## src/rtl/fetch_unit_pkg.sv

```systemverilog
// Shared types and constants for the RV32I instruction-fetch stage.
package fetch_unit_pkg;

   typedef enum logic [1:0] {
      S_REQ,
      S_WAIT,
      S_HOLD,
      S_DROP
   } fetch_state_t;

   typedef enum logic [6:0] {
      OP_LOAD   = 7'b0000011,
      OP_FENCE  = 7'b0001111,
      OP_IMM    = 7'b0010011,
      OP_AUIPC  = 7'b0010111,
      OP_STORE  = 7'b0100011,
      OP_REG    = 7'b0110011,
      OP_LUI    = 7'b0110111,
      OP_BRANCH = 7'b1100011,
      OP_JALR   = 7'b1100111,
      OP_JAL    = 7'b1101111,
      OP_SYSTEM = 7'b1110011
   } opcode_t;

   // addi x0,x0,0
   localparam logic [31:0] NOP_WORD = 32'h0000_0013;

   function automatic logic [31:0] align_word(input logic [31:0] addr);
      return addr & ~32'd3;
   endfunction

endpackage

```

## src/rtl/fetch_unit_if_id_reg.sv

```systemverilog
// IF/ID pipeline register: flush beats stall, stall beats load, otherwise a bubble is inserted.
module fetch_unit_if_id_reg
   import fetch_unit_pkg::*;
#(
   parameter logic [31:0] NOP_INSTR = NOP_WORD
) (
   input  logic        clk,
   input  logic        reset,
   input  logic        flush,
   input  logic        stall,
   input  logic        load,
   input  logic [31:0] word,
   input  logic [31:0] pc,
   output logic        valid_d,
   output logic [31:0] instr_d,
   output logic [31:0] pc_d,
   output logic [31:0] pc_plus4_d
);

   // IF -> ID boundary
   always_ff @(posedge clk or negedge reset) begin
      if (!reset) begin
         valid_d    <= 1'b0;
         instr_d    <= NOP_INSTR;
         pc_d       <= 32'd0;
         pc_plus4_d <= 32'd0;
      end else if (flush) begin
         valid_d <= 1'b0;
         instr_d <= NOP_INSTR;
      end else if (stall) begin
         valid_d <= valid_d;
      end else if (load) begin
         valid_d    <= 1'b1;
         instr_d    <= word;
         pc_d       <= pc;
         pc_plus4_d <= pc + 32'd4;
      end else begin
         valid_d <= 1'b0;
         instr_d <= NOP_INSTR;
      end
   end

endmodule

```

## src/rtl/fetch_unit.sv

```systemverilog
// IF stage: PC register, single-outstanding imem request FSM, and the IF/ID register.
module fetch_unit
   import fetch_unit_pkg::*;
#(
   parameter logic [31:0] RESET_PC  = 32'h0000_0000,
   parameter logic [31:0] NOP_INSTR = NOP_WORD
) (
   input  logic        clk,
   input  logic        reset,
   output logic        imem_req_valid,
   input  logic        imem_req_ready,
   output logic [31:0] imem_req_addr,
   input  logic        imem_rsp_valid,
   input  logic [31:0] imem_rsp_data,
   input  logic        stall_d,
   input  logic        flush_d,
   input  logic        pc_src_e,
   input  logic [31:0] pc_target_e,
   output logic        valid_d,
   output logic [31:0] instr_d,
   output opcode_t     opcode_d,
   output logic [31:0] pc_d,
   output logic [31:0] pc_plus4_d
);

   fetch_state_t state;
   logic [31:0]  pc_f;
   logic [31:0]  hold_buf;
   logic         load;
   logic [31:0]  load_word;

   assign imem_req_valid = (state == S_REQ) && !pc_src_e;
   assign imem_req_addr  = pc_f;

   // A word reaches IF/ID either straight from the response or from the hold buffer once stall lifts.
   assign load = !pc_src_e && !stall_d &&
                 (((state == S_WAIT) && imem_rsp_valid) || (state == S_HOLD));
   assign load_word = (state == S_HOLD) ? hold_buf : imem_rsp_data;

   // Fetch FSM and PC
   always_ff @(posedge clk or negedge reset) begin
      if (!reset) begin
         state    <= S_REQ;
         pc_f     <= RESET_PC;
         hold_buf <= 32'd0;
      end else if (pc_src_e) begin
         pc_f <= align_word(pc_target_e);
         // A request still in flight must have its response swallowed before fetching the target.
         if (((state == S_WAIT) || (state == S_DROP)) && !imem_rsp_valid)
            state <= S_DROP;
         else
            state <= S_REQ;
      end else begin
         case (state)
            S_REQ: begin
               if (imem_req_ready)
                  state <= S_WAIT;
            end
            S_WAIT: begin
               if (imem_rsp_valid) begin
                  if (stall_d) begin
                     hold_buf <= imem_rsp_data;
                     state    <= S_HOLD;
                  end else begin
                     pc_f  <= pc_f + 32'd4;
                     state <= S_REQ;
                  end
               end
            end
            S_HOLD: begin
               if (!stall_d) begin
                  pc_f  <= pc_f + 32'd4;
                  state <= S_REQ;
               end
            end
            S_DROP: begin
               if (imem_rsp_valid)
                  state <= S_REQ;
            end
            default: state <= S_REQ;
         endcase
      end
   end

   fetch_unit_if_id_reg #(
      .NOP_INSTR(NOP_INSTR)
   ) u_if_id (
      .clk        (clk),
      .reset      (reset),
      .flush      (flush_d),
      .stall      (stall_d),
      .load       (load),
      .word       (load_word),
      .pc         (pc_f),
      .valid_d    (valid_d),
      .instr_d    (instr_d),
      .pc_d       (pc_d),
      .pc_plus4_d (pc_plus4_d)
   );

   assign opcode_d = opcode_t'(instr_d[6:0]);

endmodule

```

## config.mk

```make
export PLATFORM = sky130hd
export DESIGN_NAME = fetch_unit
export DESIGN_NICKNAME = d
export VERILOG_FILES = /design/src/rtl/fetch_unit_pkg.sv /design/src/rtl/fetch_unit_if_id_reg.sv /design/src/rtl/fetch_unit.sv
export SDC_FILE = /design/constraint.sdc
export NUM_CORES = 1
export LEC_CHECK = 0
export CAP_MARGIN = 15
export CELL_PAD_IN_SITES_DETAIL_PLACEMENT = 0
export CELL_PAD_IN_SITES_GLOBAL_PLACEMENT = 1
export CORE_ASPECT_RATIO = 0.6
export CORE_MARGIN = 2
export CORE_UTILIZATION = 52
export CTS_CLUSTER_DIAMETER = 60
export CTS_CLUSTER_SIZE = 12
export DETAILED_ROUTE_END_ITERATION = 8
export DONT_BUFFER_PORTS = 1
export PLACE_DENSITY = 0.82
export SLEW_MARGIN = 30
export SYNTH_ARGS = -nofsm -noshare
export SYNTH_HDL_FRONTEND = slang
export SYNTH_SLANG_ARGS = --single-unit
```

## constraint.sdc

```tcl
create_clock -name clk -period 5.6 [get_ports clk]
set_clock_uncertainty 0.1 [all_clocks]
set_input_delay 0.56 -clock clk [delete_from_list [all_inputs] [get_ports clk]]
set_output_delay 0.56 -clock clk [all_outputs]
set_load 0.03 [all_outputs]
```

### After elaboration in Yosys (flattened, before gate mapping)

Cells that the tools add are included.

| storage, ports and cells | value |
|---|---|
| output and inout port bits | 137 |
| bits in registers | 163 |
| input port bits | 71 |
| word-level logic and storage cells | 54 |

| cells by class | value |
|---|---|
| reduce and logical (&&, ||, !) cells | 16 |
| equal/unequal tests | 8 |
| $add $sub $neg | 1 |
| bitwise gates (word level) | 3 |
| mux-type cells | 19 |

Operators by type and width:

| operator | number |
|---|---|
| 2-to-1 mux 32 bit | 7 |
| case mux 32 bit (2 select lines) | 1 |
| adder 32 x 3 -> 32 bit (second input constant) | 1 |
| 2-to-1 mux 2 bit | 7 |
| != test 3 bit (second input constant) | 4 |
| case mux 2 bit (4 select lines) | 1 |
| AND reduction 4 bit | 2 |
| logical AND 1 bit | 5 |
| == test 2 bit (second input constant) | 2 |
| zero test 1 bit | 3 |
| 2-to-1 mux 1 bit | 3 |
| NOT 1 bit | 3 |
| AND reduction 3 bit | 1 |
| nonzero test 3 bit | 1 |
| == test 2 x 1 -> 1 bit (second input constant) | 1 |
| zero test 2 bit | 1 |
| logical OR 1 bit | 2 |
| != test 2 x 1 -> 1 bit (second input constant) | 1 |
| AND reduction 2 bit | 1 |

### Logic depth before layout (Yosys ltp)

| depth | value |
|---|---|
| depth after elaboration | 7 |
| depth in mapped cells | 8 |
| mapped depth without buffers | 6 |

### Cells and area by module

From an unflattened synthesis, not the netlist that was laid out.

| second synthesis, totals | value |
|---|---|
| cell total of the unflattened synthesis | 797 |
| area total of the unflattened synthesis | 7551.0 um^2 |

By module, submodules not included:

| module | seq. area each (um^2) | cells each | times used | area each (um^2) |
|---|---|---|---|---|
| fetch_unit_if_id_reg | 2381.0 | 391 | 1 | 4007.6 |
| fetch_unit | 1601.5 | 406 | 1 | 3543.4 |

### Worst setup path after synthesis

No wires, ideal clock.

| path | value |
|---|---|
| kind | input to output |
| from | input pc_src_e |
| to | output imem_req_valid |
| data arrival time | 1.458 ns |
| data required time | 4.940 ns |
| path slack | 3.482 ns |
| stages on the path | 2 |
| path buffers | 1 |
| cells stage by stage | clkbuf_1 nor3_1 |

| on the way | value |
|---|---|
| cells in the longest elaborated chain, start to end | 2 |

RTL lines:

| item | line | source |
|---|---|---|
| start: declaration | fetch_unit.sv:17 | `input logic pc_src_e,` |
| zero test 1 bit | fetch_unit.sv:32 | `assign imem_req_valid = (state == S_REQ) && !pc_src_e;` |
| logical AND 1 bit | fetch_unit.sv:32 |  |
| end: declaration | fetch_unit.sv:10 | `output logic imem_req_valid,` |

No other way between the ends.

### Worst setup path in the final report

| path | value |
|---|---|
| from | register state[0] |
| to | register u_if_id.pc_plus4_d[14] |

| on the way | value |
|---|---|
| cells in the longest elaborated chain, start to end | 5 |
| elaborated cells between the ends (all ways) | 6 |
| classes of those cells | eq/ne (2); reduce/logical (4) |

RTL lines:

| item | line | source |
|---|---|---|
| start: declaration | fetch_unit.sv:26 | `fetch_state_t state;` |
| start signal: assignment | fetch_unit.sv:43 | `state <= S_REQ;` |
| start signal: assignment | fetch_unit.sv:50 | `state <= S_DROP;` |
| start signal: assignment | fetch_unit.sv:52 | `state <= S_REQ;` |
| == test 2 x 1 -> 1 bit | fetch_unit.sv:37 | `(((state == S_WAIT) && imem_rsp_valid) \|\| (state == S_HOLD));` |
| logical AND 1 bit | fetch_unit.sv:37 |  |
| logical OR 1 bit (*) | fetch_unit.sv:37 |  |
| logical AND 1 bit (*) | fetch_unit.sv:36 | `assign load = !pc_src_e && !stall_d &&` |
| AND reduction 3 bit (no line) (*) | -- |  |
| end signal: assignment | fetch_unit_if_id_reg.sv:36 | `pc_plus4_d <= pc + 32'd4;` |
| end: declaration | fetch_unit_if_id_reg.sv:17 | `output logic [31:0] pc_plus4_d` |

Mark *: on every way between the ends. The rest lies on a longest branch, timed or not.
A chain may end at the register's enable or synchronous reset.

==> results.ini <==
[final_layout]
fin_util_pct=57.3
nets=772
finalInstanceArea_um2=7860
syn2layout_area_growth_pct=7.57
final_common_cell=nand2_1
drive_gt1_share_pct=12.9
num_antenna_cells=0
layout_common_cells=189 x nand2_1, 154 x dfrtp_1, 62 x o21ai_0
num-fill-cells=1204

[floorplanning]
coreArea_um2=13700
chipWidth_um=157
ios=208
die_y_um=95.8
fp-row-count=33
die-area_um2=15000
start_util_pct=53.3

[critical_path]
path_cells=nand2b_1 -> a21o_1 -> or3_4 -> buf_4 -> o21ai_0
cp-end-kind=flop
cp_num_buf_inv=1
critPathArrivalTime_ns=3.16
critical_path_class=reg -> reg
crit_family=simple AND/OR/NAND/NOR gates
crit_cells=5
reg2reg_depth=5
slowest_delay_ns=0.83
slowest_stage=or3_4
cp.required_ns=5.77
r2r_setup_slack_ns=2.61
start_kind=flop
critPathMaxFanout=87

[yosys]
yosysWarnings=0
synthDistinctLibCells=39
synth-xor-area-share_pct=6.83
syn_area_um2=7310
synth-simple-area-share_pct=17.2
ys_ff_latch=157
async_reset_ff_share_pct=100
synth.area.mux_share_pct=9.04
synth_cells=734
synth_adder_area_share_pct=0.171
synth_top_family_by_area=simple AND/OR/NAND/NOR gates
synth_compound_area_share_pct=7.35
synth_edf_count=0
syn_area_per_cell_um2=9.96
synth_flop_cell=dfrtp_1
synth_seq_area_share_pct=53.8

[clocking]
cts_resized=0
clk_latency_ns=0.41
clockBufferDepth=2
clkSinkCount=157
cts_setup_buffers=0
cts_buffers=17
clk_pin_slew_ns=0.07
cts_tree=done
cts_hold_buffers=1
h-tree-depth=4
cts_root_buf=clkbuf_16

[routing]
top_layer=met4
wl_met1_um=8540
dr_wl_met3_um=1940
routed_via_density=5.57
routed_wirelength_um=17800
firstDrtPassIters=6
antenna_left=0
wl_per_cell_um=19.7
drtIter0Drc=406
drcViolationCount=0
vias=5041
wl_met2_um=7250

[grt]
grt-ovfl-total=0
grt_pass1_vias=4930
antenna_found_initial=0
grt_usage_pct=24.5
grt_max_degree=158
grt_first_pass_wirelength_um=28000

[placed_design]
placed_cell_area_um2=7270
portBuffers=0
dp_hpwl_um=12400
place.gp.congestion=0.834

[hold_path]
min-delay-path-class=in -> async

[timing]
finalSetupViolCount=0
final.setup.tns_ns=0
max_freq_mhz=334
fin_crit_sh_pct=53.5
drv_slew=0
slew_headroom_pct=39.4
worst_pin_slew_ns=0.909
grt_setup_unrepaired=no
hold_viol=0
hold-worst-slack_ns=0.0663
post-route-min-period_ns=2.99

[pwr]
powerDensity_nw_per_um2=453
vdd_ir_drop_max_uv=207
p_leak_nw=3.41
total_power_mw=3.56

[run]
maxCapViolCount=0

[status]
status=finished, final reports clean

## final timing paths
check / startpoint / endpoint
worst min register to register: hold_buf[22]$_DFFE_PN0P_ / hold_buf[22]$_DFFE_PN0P_
worst min-delay path: reset / hold_buf[26]$_DFFE_PN0P_
worst max register to register: state[0]$_DFFE_PN0P_ / u_if_id.pc_plus4_d[14]$_DFFE_PN0P_
max in group asynchronous: reset / imem_req_addr[14]$_DFFE_PN0P_
min in group clk: imem_rsp_data[0] / u_if_id.instr_d[0]$_DFFE_PN1P_
worst max-delay path: state[0]$_DFFE_PN0P_ / u_if_id.pc_plus4_d[14]$_DFFE_PN0P_
## where the power goes
group          internal (mW)  switching, mW
clock                  0.587          0.496
sequential              1.41          0.650
combinational          0.204          0.213
total                   2.20           1.36
## flip-flops by register name (all words and copies together), names as in the netlist
register / cells
u_if_id.pc_d: 30
u_if_id.pc_plus4_d: 30
state: 2
hold_buf: 32
u_if_id.instr_d: 32
u_if_id.valid_d: 1
imem_req_addr: 30
## synth_stat cells (2+ instances only)
cell | number | share of area [%]
o21ai_0 | 62 | 4.2
nor2_1 | 18 | 0.92
buf_2 | 18 | 1.2
clkbuf_2 | 2 | 0.14
and4_1 | 5 | 0.60
buf_1 | 2 | 0.10
dfrtp_1 | 154 | 53
mux2i_1 | 30 | 4.1
buf_4 | 15 | 1.5
o21ai_2 | 6 | 0.72
and2_1 | 2 | 0.17
nand4_1 | 17 | 1.5
mux2_2 | 32 | 4.9
inv_1 | 6 | 0.31
clkbuf_1 | 19 | 0.98
nand2b_1 | 2 | 0.17
nand2_1 | 189 | 9.7
buf_6 | 8 | 1.2
a31oi_1 | 3 | 0.26
dfstp_2 | 3 | 1.1
o21ai_1 | 27 | 1.8
a21o_1 | 2 | 0.21
or3_1 | 3 | 0.26
xnor2_1 | 31 | 3.7
and3_1 | 3 | 0.26
xor2_1 | 26 | 3.1
nor4_1 | 2 | 0.17
nor2b_1 | 3 | 0.26
nor3_1 | 9 | 0.62
nand3_1 | 22 | 1.5
nand2_2 | 5 | 0.43
## metrics by stage
stage                     cells  worst slack, ns
after floorplan             739             3.48
after global placement      871             2.67
after detailed placement    872             2.60
after CTS                   905             2.59
after global routing        905             2.30
final                       905             2.61
## layout make-up
class / instances / area, µm² / area share, %
Multi-Input combinational cell: 512 / 3030 / 38.5
Clock buffer: 18 / 429 / 5.46
Sequential cell: 157 / 3930 / 50.0
Inverter: 6 / 22.5 / 0.287
Tap cell: 192 / 240 / 3.06
Timing Repair Buffer: 6 / 85.1 / 1.08
Clock inverter: 14 / 124 / 1.58
## kinds of logic after synthesis
logic type	count (synthesis)
other	1
adders and majority gates	1
muxes	62
buffers and inverters	70
DFF	157
AOI/OAI and AO/OA	101
and+or+nand+nor	285
xor gates and xnor gates	57
## routing by layer
layer  vias to the layer above  global-route usage, %
met5                         -                      0
met4                         0                   4.70
met3                        11                   9.46
met2                       202                   34.0
met1                      2455                   36.5
li1                       2373                      -
No activity file was read; power rests on OpenSTA's default activity.
